File: src/rtl/image_frame_arbiter_if.sv
// Image bus bundle used by image_frame_arbiter. Forward fields carry a beat;
// ready/request/cancel flow back toward the source.
`ifndef IS_DEFAULT
`define IS_DEFAULT 8
`endif
`ifndef I_w
`define I_w(is) ((is) + 7)
`endif

interface image_frame_arbiter_if #(
  parameter int IS = `IS_DEFAULT
);
  logic          start;
  logic          stop;
  logic [IS-1:0] data;
  logic          valid;
  logic          error;
  logic          ready;
  logic          request;
  logic          cancel;

  modport arb_src (
    input  start, stop, data, valid, error,
    output ready, request, cancel
  );

  modport arb_sink (
    output start, stop, data, valid, error,
    input  ready, request, cancel
  );
endinterface

File: src/rtl/image_frame_arbiter.sv
// Frame-granular round-robin arbiter sharing one image sink between two sources.
// Optional watchdog enabled by defining IMAGE_FRAME_ARBITER_TIMEOUT_EN.
`ifndef IS_DEFAULT
`define IS_DEFAULT 8
`endif

module image_frame_arbiter #(
  parameter int IS            = `IS_DEFAULT,
  parameter int FirstGrant    = 0,
  parameter int TimeoutCycles = 1024
) (
  input  logic                    clock,
  input  logic                    reset,
  image_frame_arbiter_if.arb_src  image_in_0,
  image_frame_arbiter_if.arb_src  image_in_1,
  image_frame_arbiter_if.arb_sink image_out,
  output logic                    grant,
  output logic                    busy
);

  typedef enum logic [1:0] {IDLE, REQUEST, TRANSFER} state_t;

  state_t        state, state_next;
  logic          turn_end;
  logic          active;
  logic          s_valid, s_start, s_stop, s_error;
  logic [IS-1:0] s_data;
  logic          src_ready;
  logic          beat_acc;
  logic          stop_acc;
  logic          start_acc;
  logic          timeout;
  logic          cancel_now;

  if (FirstGrant < 0 || FirstGrant > 1 || TimeoutCycles < 2) begin : g_bad_param
    $error("image_frame_arbiter: FirstGrant must be 0/1 and TimeoutCycles >= 2");
  end

  assign active = (state != IDLE);

  always_comb begin
    if (grant) begin
      s_valid = image_in_1.valid;
      s_start = image_in_1.start;
      s_stop  = image_in_1.stop;
      s_error = image_in_1.error;
      s_data  = image_in_1.data;
    end else begin
      s_valid = image_in_0.valid;
      s_start = image_in_0.start;
      s_stop  = image_in_0.stop;
      s_error = image_in_0.error;
      s_data  = image_in_0.data;
    end
  end

`ifdef IMAGE_FRAME_ARBITER_TIMEOUT_EN
  localparam int CW = $clog2(TimeoutCycles) + 1;
  logic [CW-1:0] count;

  // Idle time of the granted source; restarts on every state change or accepted beat
  always_ff @(posedge clock or posedge reset) begin
    if (reset) begin
      count <= '0;
    end else if (!active || state_next != state || beat_acc) begin
      count <= '0;
    end else begin
      count <= count + 1'b1;
    end
  end

  assign timeout = active && (count == CW'(TimeoutCycles - 1));
`else
  assign timeout = 1'b0;
`endif

  assign cancel_now = active && (image_out.cancel || timeout);

  // Stray (start-less) beats in REQUEST are swallowed regardless of the sink
  always_comb begin
    src_ready = 1'b0;
    if (state == REQUEST) begin
      src_ready = (s_valid && !s_start) ? 1'b1 : image_out.ready;
    end else if (state == TRANSFER) begin
      src_ready = image_out.ready;
    end
    if (cancel_now) begin
      src_ready = 1'b0;
    end
  end

  assign beat_acc  = s_valid && src_ready;
  assign start_acc = (state == REQUEST) && beat_acc && s_start;
  assign stop_acc  = beat_acc && s_stop && ((state == TRANSFER) || start_acc);

  always_ff @(posedge clock or posedge reset) begin
    if (reset) begin
      state <= IDLE;
      grant <= FirstGrant[0];
    end else begin
      state <= state_next;
      if (turn_end) begin
        grant <= ~grant;
      end
    end
  end

  always_comb begin
    state_next = state;
    turn_end   = 1'b0;
    case (state)
      IDLE: begin
        if (image_out.request) state_next = REQUEST;
      end
      REQUEST, TRANSFER: begin
        if (cancel_now || stop_acc) begin
          state_next = IDLE;
          turn_end   = 1'b1;
        end else if (start_acc) begin
          state_next = TRANSFER;
        end
      end
      default: state_next = IDLE;
    endcase
  end

  always_comb begin
    image_out.valid    = active && s_valid && !cancel_now && ((state == TRANSFER) || s_start);
    image_out.start    = active && s_start;
    image_out.stop     = active && s_stop;
    image_out.data     = active ? s_data : '0;
    image_out.error    = active && (s_error || timeout);
    image_in_0.request = active && !grant;
    image_in_0.ready   = src_ready && !grant;
    image_in_0.cancel  = cancel_now && !grant;
    image_in_1.request = active && grant;
    image_in_1.ready   = src_ready && grant;
    image_in_1.cancel  = cancel_now && grant;
    busy               = active;
  end

endmodule

File: src/flat_wrapper.sv
// flat-port wrapper written by rule: the top's interface ports become plain ports
module image_frame_arbiter_flat 
#(
  parameter int IS            = `IS_DEFAULT,
  parameter int FirstGrant    = 0,
  parameter int TimeoutCycles = 1024
)
  (clock, reset, grant, busy, image_in_0_start, image_in_0_stop, image_in_0_data, image_in_0_valid, image_in_0_error, image_in_0_ready, image_in_0_request, image_in_0_cancel, image_in_1_start, image_in_1_stop, image_in_1_data, image_in_1_valid, image_in_1_error, image_in_1_ready, image_in_1_request, image_in_1_cancel, image_out_start, image_out_stop, image_out_data, image_out_valid, image_out_error, image_out_ready, image_out_request, image_out_cancel);
  image_frame_arbiter_if #(.IS(IS)) image_in_0_i ();
  image_frame_arbiter_if #(.IS(IS)) image_in_1_i ();
  image_frame_arbiter_if #(.IS(IS)) image_out_i ();
  input  logic clock;
  input  logic reset;
  output logic grant;
  output logic busy;
  input wire logic [$bits(image_in_0_i.start)-1:0] image_in_0_start;
  input wire logic [$bits(image_in_0_i.stop)-1:0] image_in_0_stop;
  input wire logic [$bits(image_in_0_i.data)-1:0] image_in_0_data;
  input wire logic [$bits(image_in_0_i.valid)-1:0] image_in_0_valid;
  input wire logic [$bits(image_in_0_i.error)-1:0] image_in_0_error;
  output wire logic [$bits(image_in_0_i.ready)-1:0] image_in_0_ready;
  output wire logic [$bits(image_in_0_i.request)-1:0] image_in_0_request;
  output wire logic [$bits(image_in_0_i.cancel)-1:0] image_in_0_cancel;
  input wire logic [$bits(image_in_1_i.start)-1:0] image_in_1_start;
  input wire logic [$bits(image_in_1_i.stop)-1:0] image_in_1_stop;
  input wire logic [$bits(image_in_1_i.data)-1:0] image_in_1_data;
  input wire logic [$bits(image_in_1_i.valid)-1:0] image_in_1_valid;
  input wire logic [$bits(image_in_1_i.error)-1:0] image_in_1_error;
  output wire logic [$bits(image_in_1_i.ready)-1:0] image_in_1_ready;
  output wire logic [$bits(image_in_1_i.request)-1:0] image_in_1_request;
  output wire logic [$bits(image_in_1_i.cancel)-1:0] image_in_1_cancel;
  output wire logic [$bits(image_out_i.start)-1:0] image_out_start;
  output wire logic [$bits(image_out_i.stop)-1:0] image_out_stop;
  output wire logic [$bits(image_out_i.data)-1:0] image_out_data;
  output wire logic [$bits(image_out_i.valid)-1:0] image_out_valid;
  output wire logic [$bits(image_out_i.error)-1:0] image_out_error;
  input wire logic [$bits(image_out_i.ready)-1:0] image_out_ready;
  input wire logic [$bits(image_out_i.request)-1:0] image_out_request;
  input wire logic [$bits(image_out_i.cancel)-1:0] image_out_cancel;
  assign image_in_0_i.start = image_in_0_start;
  assign image_in_0_i.stop = image_in_0_stop;
  assign image_in_0_i.data = image_in_0_data;
  assign image_in_0_i.valid = image_in_0_valid;
  assign image_in_0_i.error = image_in_0_error;
  assign image_in_0_ready = image_in_0_i.ready;
  assign image_in_0_request = image_in_0_i.request;
  assign image_in_0_cancel = image_in_0_i.cancel;
  assign image_in_1_i.start = image_in_1_start;
  assign image_in_1_i.stop = image_in_1_stop;
  assign image_in_1_i.data = image_in_1_data;
  assign image_in_1_i.valid = image_in_1_valid;
  assign image_in_1_i.error = image_in_1_error;
  assign image_in_1_ready = image_in_1_i.ready;
  assign image_in_1_request = image_in_1_i.request;
  assign image_in_1_cancel = image_in_1_i.cancel;
  assign image_out_start = image_out_i.start;
  assign image_out_stop = image_out_i.stop;
  assign image_out_data = image_out_i.data;
  assign image_out_valid = image_out_i.valid;
  assign image_out_error = image_out_i.error;
  assign image_out_i.ready = image_out_ready;
  assign image_out_i.request = image_out_request;
  assign image_out_i.cancel = image_out_cancel;
  image_frame_arbiter #(.IS(IS), .FirstGrant(FirstGrant), .TimeoutCycles(TimeoutCycles)) u_core (.clock(clock), .reset(reset), .image_in_0(image_in_0_i), .image_in_1(image_in_1_i), .image_out(image_out_i), .grant(grant), .busy(busy));
endmodule
File: config.mk
export PLATFORM = sky130hd
export DESIGN_NAME = image_frame_arbiter_flat
export DESIGN_NICKNAME = d
export VERILOG_FILES = /design/src/rtl/image_frame_arbiter_if.sv /design/src/rtl/image_frame_arbiter.sv /design/src/flat_wrapper.sv
export SDC_FILE = /design/constraint.sdc
export NUM_CORES = 1
export LEC_CHECK = 0
export BUFFER_PORTS_ARGS = -buffer_cell sky130_fd_sc_hd__clkbuf_2
export CAP_MARGIN = 0
export CORE_MARGIN = 5
export CORE_UTILIZATION = 39
export CTS_CLUSTER_SIZE = 24
export DETAILED_ROUTE_END_ITERATION = 8
export PLACE_DENSITY = 0.81
export RECOVER_POWER = 25
export SETUP_SLACK_MARGIN = 0.02
export SLEW_MARGIN = 5
export SYNTH_ARGS = -nofsm -noshare
export SYNTH_HDL_FRONTEND = slang
export SYNTH_SLANG_ARGS = --single-unit
File: constraint.sdc
create_clock -name clock -period 2.75 [get_ports clock]
set_clock_uncertainty 0.1 [all_clocks]
set_input_delay 0.55 -clock clock [delete_from_list [all_inputs] [get_ports clock]]
set_output_delay 0.55 -clock clock [all_outputs]
set_load 0.005 [all_outputs]
==> qor.txt <==
global route overflow: 0
syn avg cell area: 7.979 sq um
hold_ws: 53.97 ps
CP endpoint kind: primary output
Final period util: 84.60%
Setup TNS: 0 ps
Die Wd: 47.57 microns
min Tclk post-route: 2327 ps
Netlist cell types: 32
top cell type by total area after synthesis: mux2i_1
Starting Density: 41.79%
Num CTS Buffers: 3
CP Buf/Inv Count: 2
vias in the first global route: 680
fraction of the mapped netlist area in adder cells: 9.091%
diode count: 0
Remaining DRCs: 0
Largest stage delay, worst path: 590 ps
WL/cell: 11.94 microns
dpl cell area: 804.5 sq um
post-CTS setup buffer count: 0
Worst path slowest cell: dfrtp_1
Via Count: 677
Place WS: 631.2 ps
CP required: 2100 ps
clock transition at the registers of the reported paths: 40 ps
clock tree from TritonCTS: built
worst skew pair latency: 230 ps
Crit path max-delay family: flip-flops
Post-Syn Area: 550.5 sq um
Placed Instances: 131
root buffer cell: clkbuf_4
Post-Synth Simple-Gate Area: 25.00%
total number of H-tree levels: 1
first-pass GRT wire length: 2.663 mm
Synth Warn #: 0
outcome: completed
compound-cell area share of the yosys netlist: 22.73%
area delta synth->final: 50.91%
core footprint: 0.001318 sq mm
CP Launch Type: register
arrival time of the worst setup path: 1680 ps
RSZ-0062 raised after global routing: false
max cap viols: 0
total die area: 0.002263 sq mm
Die H: 47.57 microns
post-synthesis mux area share: 20.23%
GRT Overall Usage: 16.32%
main combinational cell family by area after synthesis: simple AND/OR/NAND/NOR gates
critical path type: register to primary output
Final Max Tran Viols: 0
Sink Count: 3
nets@finish: 154
final instance area: 830.8 sq um
Final Hold Viols: 0
VDD IR max: 489.2 uV
worst rel slew slack: 70.06%
post-DP HPWL: 1.416 mm
fin util: 63.06%
final WL: 1.612 mm
power consumption: 747.9 uW
hold_buf cts: 0
Core Rows: 13
First-pass DRT Iterations: 2
FF+latch count, synth: 3
ANT nets after route: 0
DR vias/cell: 5.015
RD Place Congestion: 0.7434
Max FO, Critical Path: 13
share of layout cells above drive strength 1: 50.00%
post-synth top area share: 18.18%
worst slew pin tran: 442.1 ps
clk buf depth: 2
Post-Synth XOR/XNOR Area: 1.591%
Mapped Cells: 69
worst hold path class: primary input to async pin
Leak Pwr: 0.4816 nW
Finished Layout Cells: 135
final worst setup slack: 423.4 ps
initial antenna violation count: 0
largest net degree at the start of global routing: 15
# port buffers: 48
register area share after synthesis: 13.64%
Iteration-0 DRC Markers: 7
Setup-failing EPs final: 0
Area contributors post-synth: mux2i_1 18%, dfrtp_1 14%, nor2_1 12%
I/O pin count: 49
# resized after CTS: 0
Syn Nets: 102
Fmax: 0.4298 GHz
CP Cell Sequence: buf_4 > a21oi_1 > nor4_1 > clkbuf_2
PwrDens: 900.2 mW/mm^2
==> cell type report <==
type,instances,area (sq um)
Fill cell,111,486.7
Multi-Input combinational cell,57,432.9
Timing Repair Buffer,50,255.2
Sequential cell,3,75.07
Clock buffer,4,26.28
Inverter,6,22.52
Tap cell,15,18.77
==> cells in the mapped netlist <==
library cell	n
nand2_1	3
nor3_2	1
o311ai_4	1
nor2b_1	1
o31ai_1	1
and2_1	1
a21o_1	1
nor3b_4	1
inv_1	5
nand2b_1	1
mux2_2	1
o211ai_1	1
a32oi_1	1
a21oi_2	1
a21oi_1	2
clkbuf_1	1
o21a_1	1
o22ai_1	1
nor4_1	1
ha_1	4
and3b_1	1
nor2_1	17
dfrtp_1	3
o2bb2ai_1	1
inv_2	1
o21ai_1	1
mux2i_1	10
o31ai_2	1
xnor2_1	1
o311ai_1	1
buf_2	1
buf_6	1
==> cell usage in the layout (no fill, tap or decap), types with 2 or more instances in the layout <==
| cell | synthesis | final |
|---|---|---|
| clkbuf_4 | 0 | 3 |
| dfrtp_1 | 3 | 3 |
| buf_4 | 0 | 2 |
| mux2i_1 | 10 | 10 |
| nand2_1 | 3 | 3 |
| ha_1 | 4 | 4 |
| a21oi_1 | 2 | 2 |
| nor2_1 | 17 | 17 |
| clkbuf_2 | 0 | 48 |
| inv_1 | 5 | 5 |
==> worst paths after layout <==
kind	start	to	slack, ps	cells past startpoint
worst min-delay path	reset	u_core.state[1]	50	2
worst max register to register	u_core.grant	u_core.state[1]	820	5
max in group asynchronous	reset	u_core.grant	2360	2
worst min register to register	u_core.state[1]	u_core.state[1]	460	1
min in group clock	u_core.state[1]	u_core.state[1]	460	1
worst max-delay path	u_core.grant	image_out_valid	420	4
==> flip-flops by register name (all words and copies together), names as in the netlist <==
| signal | count |
|---|---|
| u_core.state | 2 |
| u_core.grant | 1 |
==> where the power goes <==
| group | switching [mW] | leakage (nW) | internal (mW) |
|---|---|---|---|
| Clock | 0.0233 | 0.0150 | 0.0544 |
| Sequential | 0.0378 | 0.0375 | 0.0618 |
| Combinational | 0.299 | 0.429 | 0.272 |
==> logic make-up (layout without fill, tap and decap cells) <==
| kind of cell | Yosys count | count (layout) |
|---|---|---|
| DFF | 3 | 3 |
| adders and majority gates | 4 | 4 |
| buffers and inverters | 9 | 60 |
| xor gates and xnor gates | 1 | 1 |
| muxes | 11 | 11 |
| AOI/OAI and AO/OA | 14 | 14 |
| and+or+nand+nor | 27 | 27 |
==> layer usage <==
layer  routed length (microns)  up-vias  global-route usage [%]
li1                          -      344                       -
met1                       658      295                   19.73
met2                       789       36                   27.27
met5                         0        -                       0
met4                        14        0                   8.065
met3                       150        2                   3.383
==> worst reg2reg max path, cell delays in order (launching register included) <==
cell	delay (ps)
dfrtp_1	590
buf_4	300
a32oi_1	200
o311ai_4	360
o22ai_1	130
o2bb2ai_1	130
(Power assumes the default switching activity.)
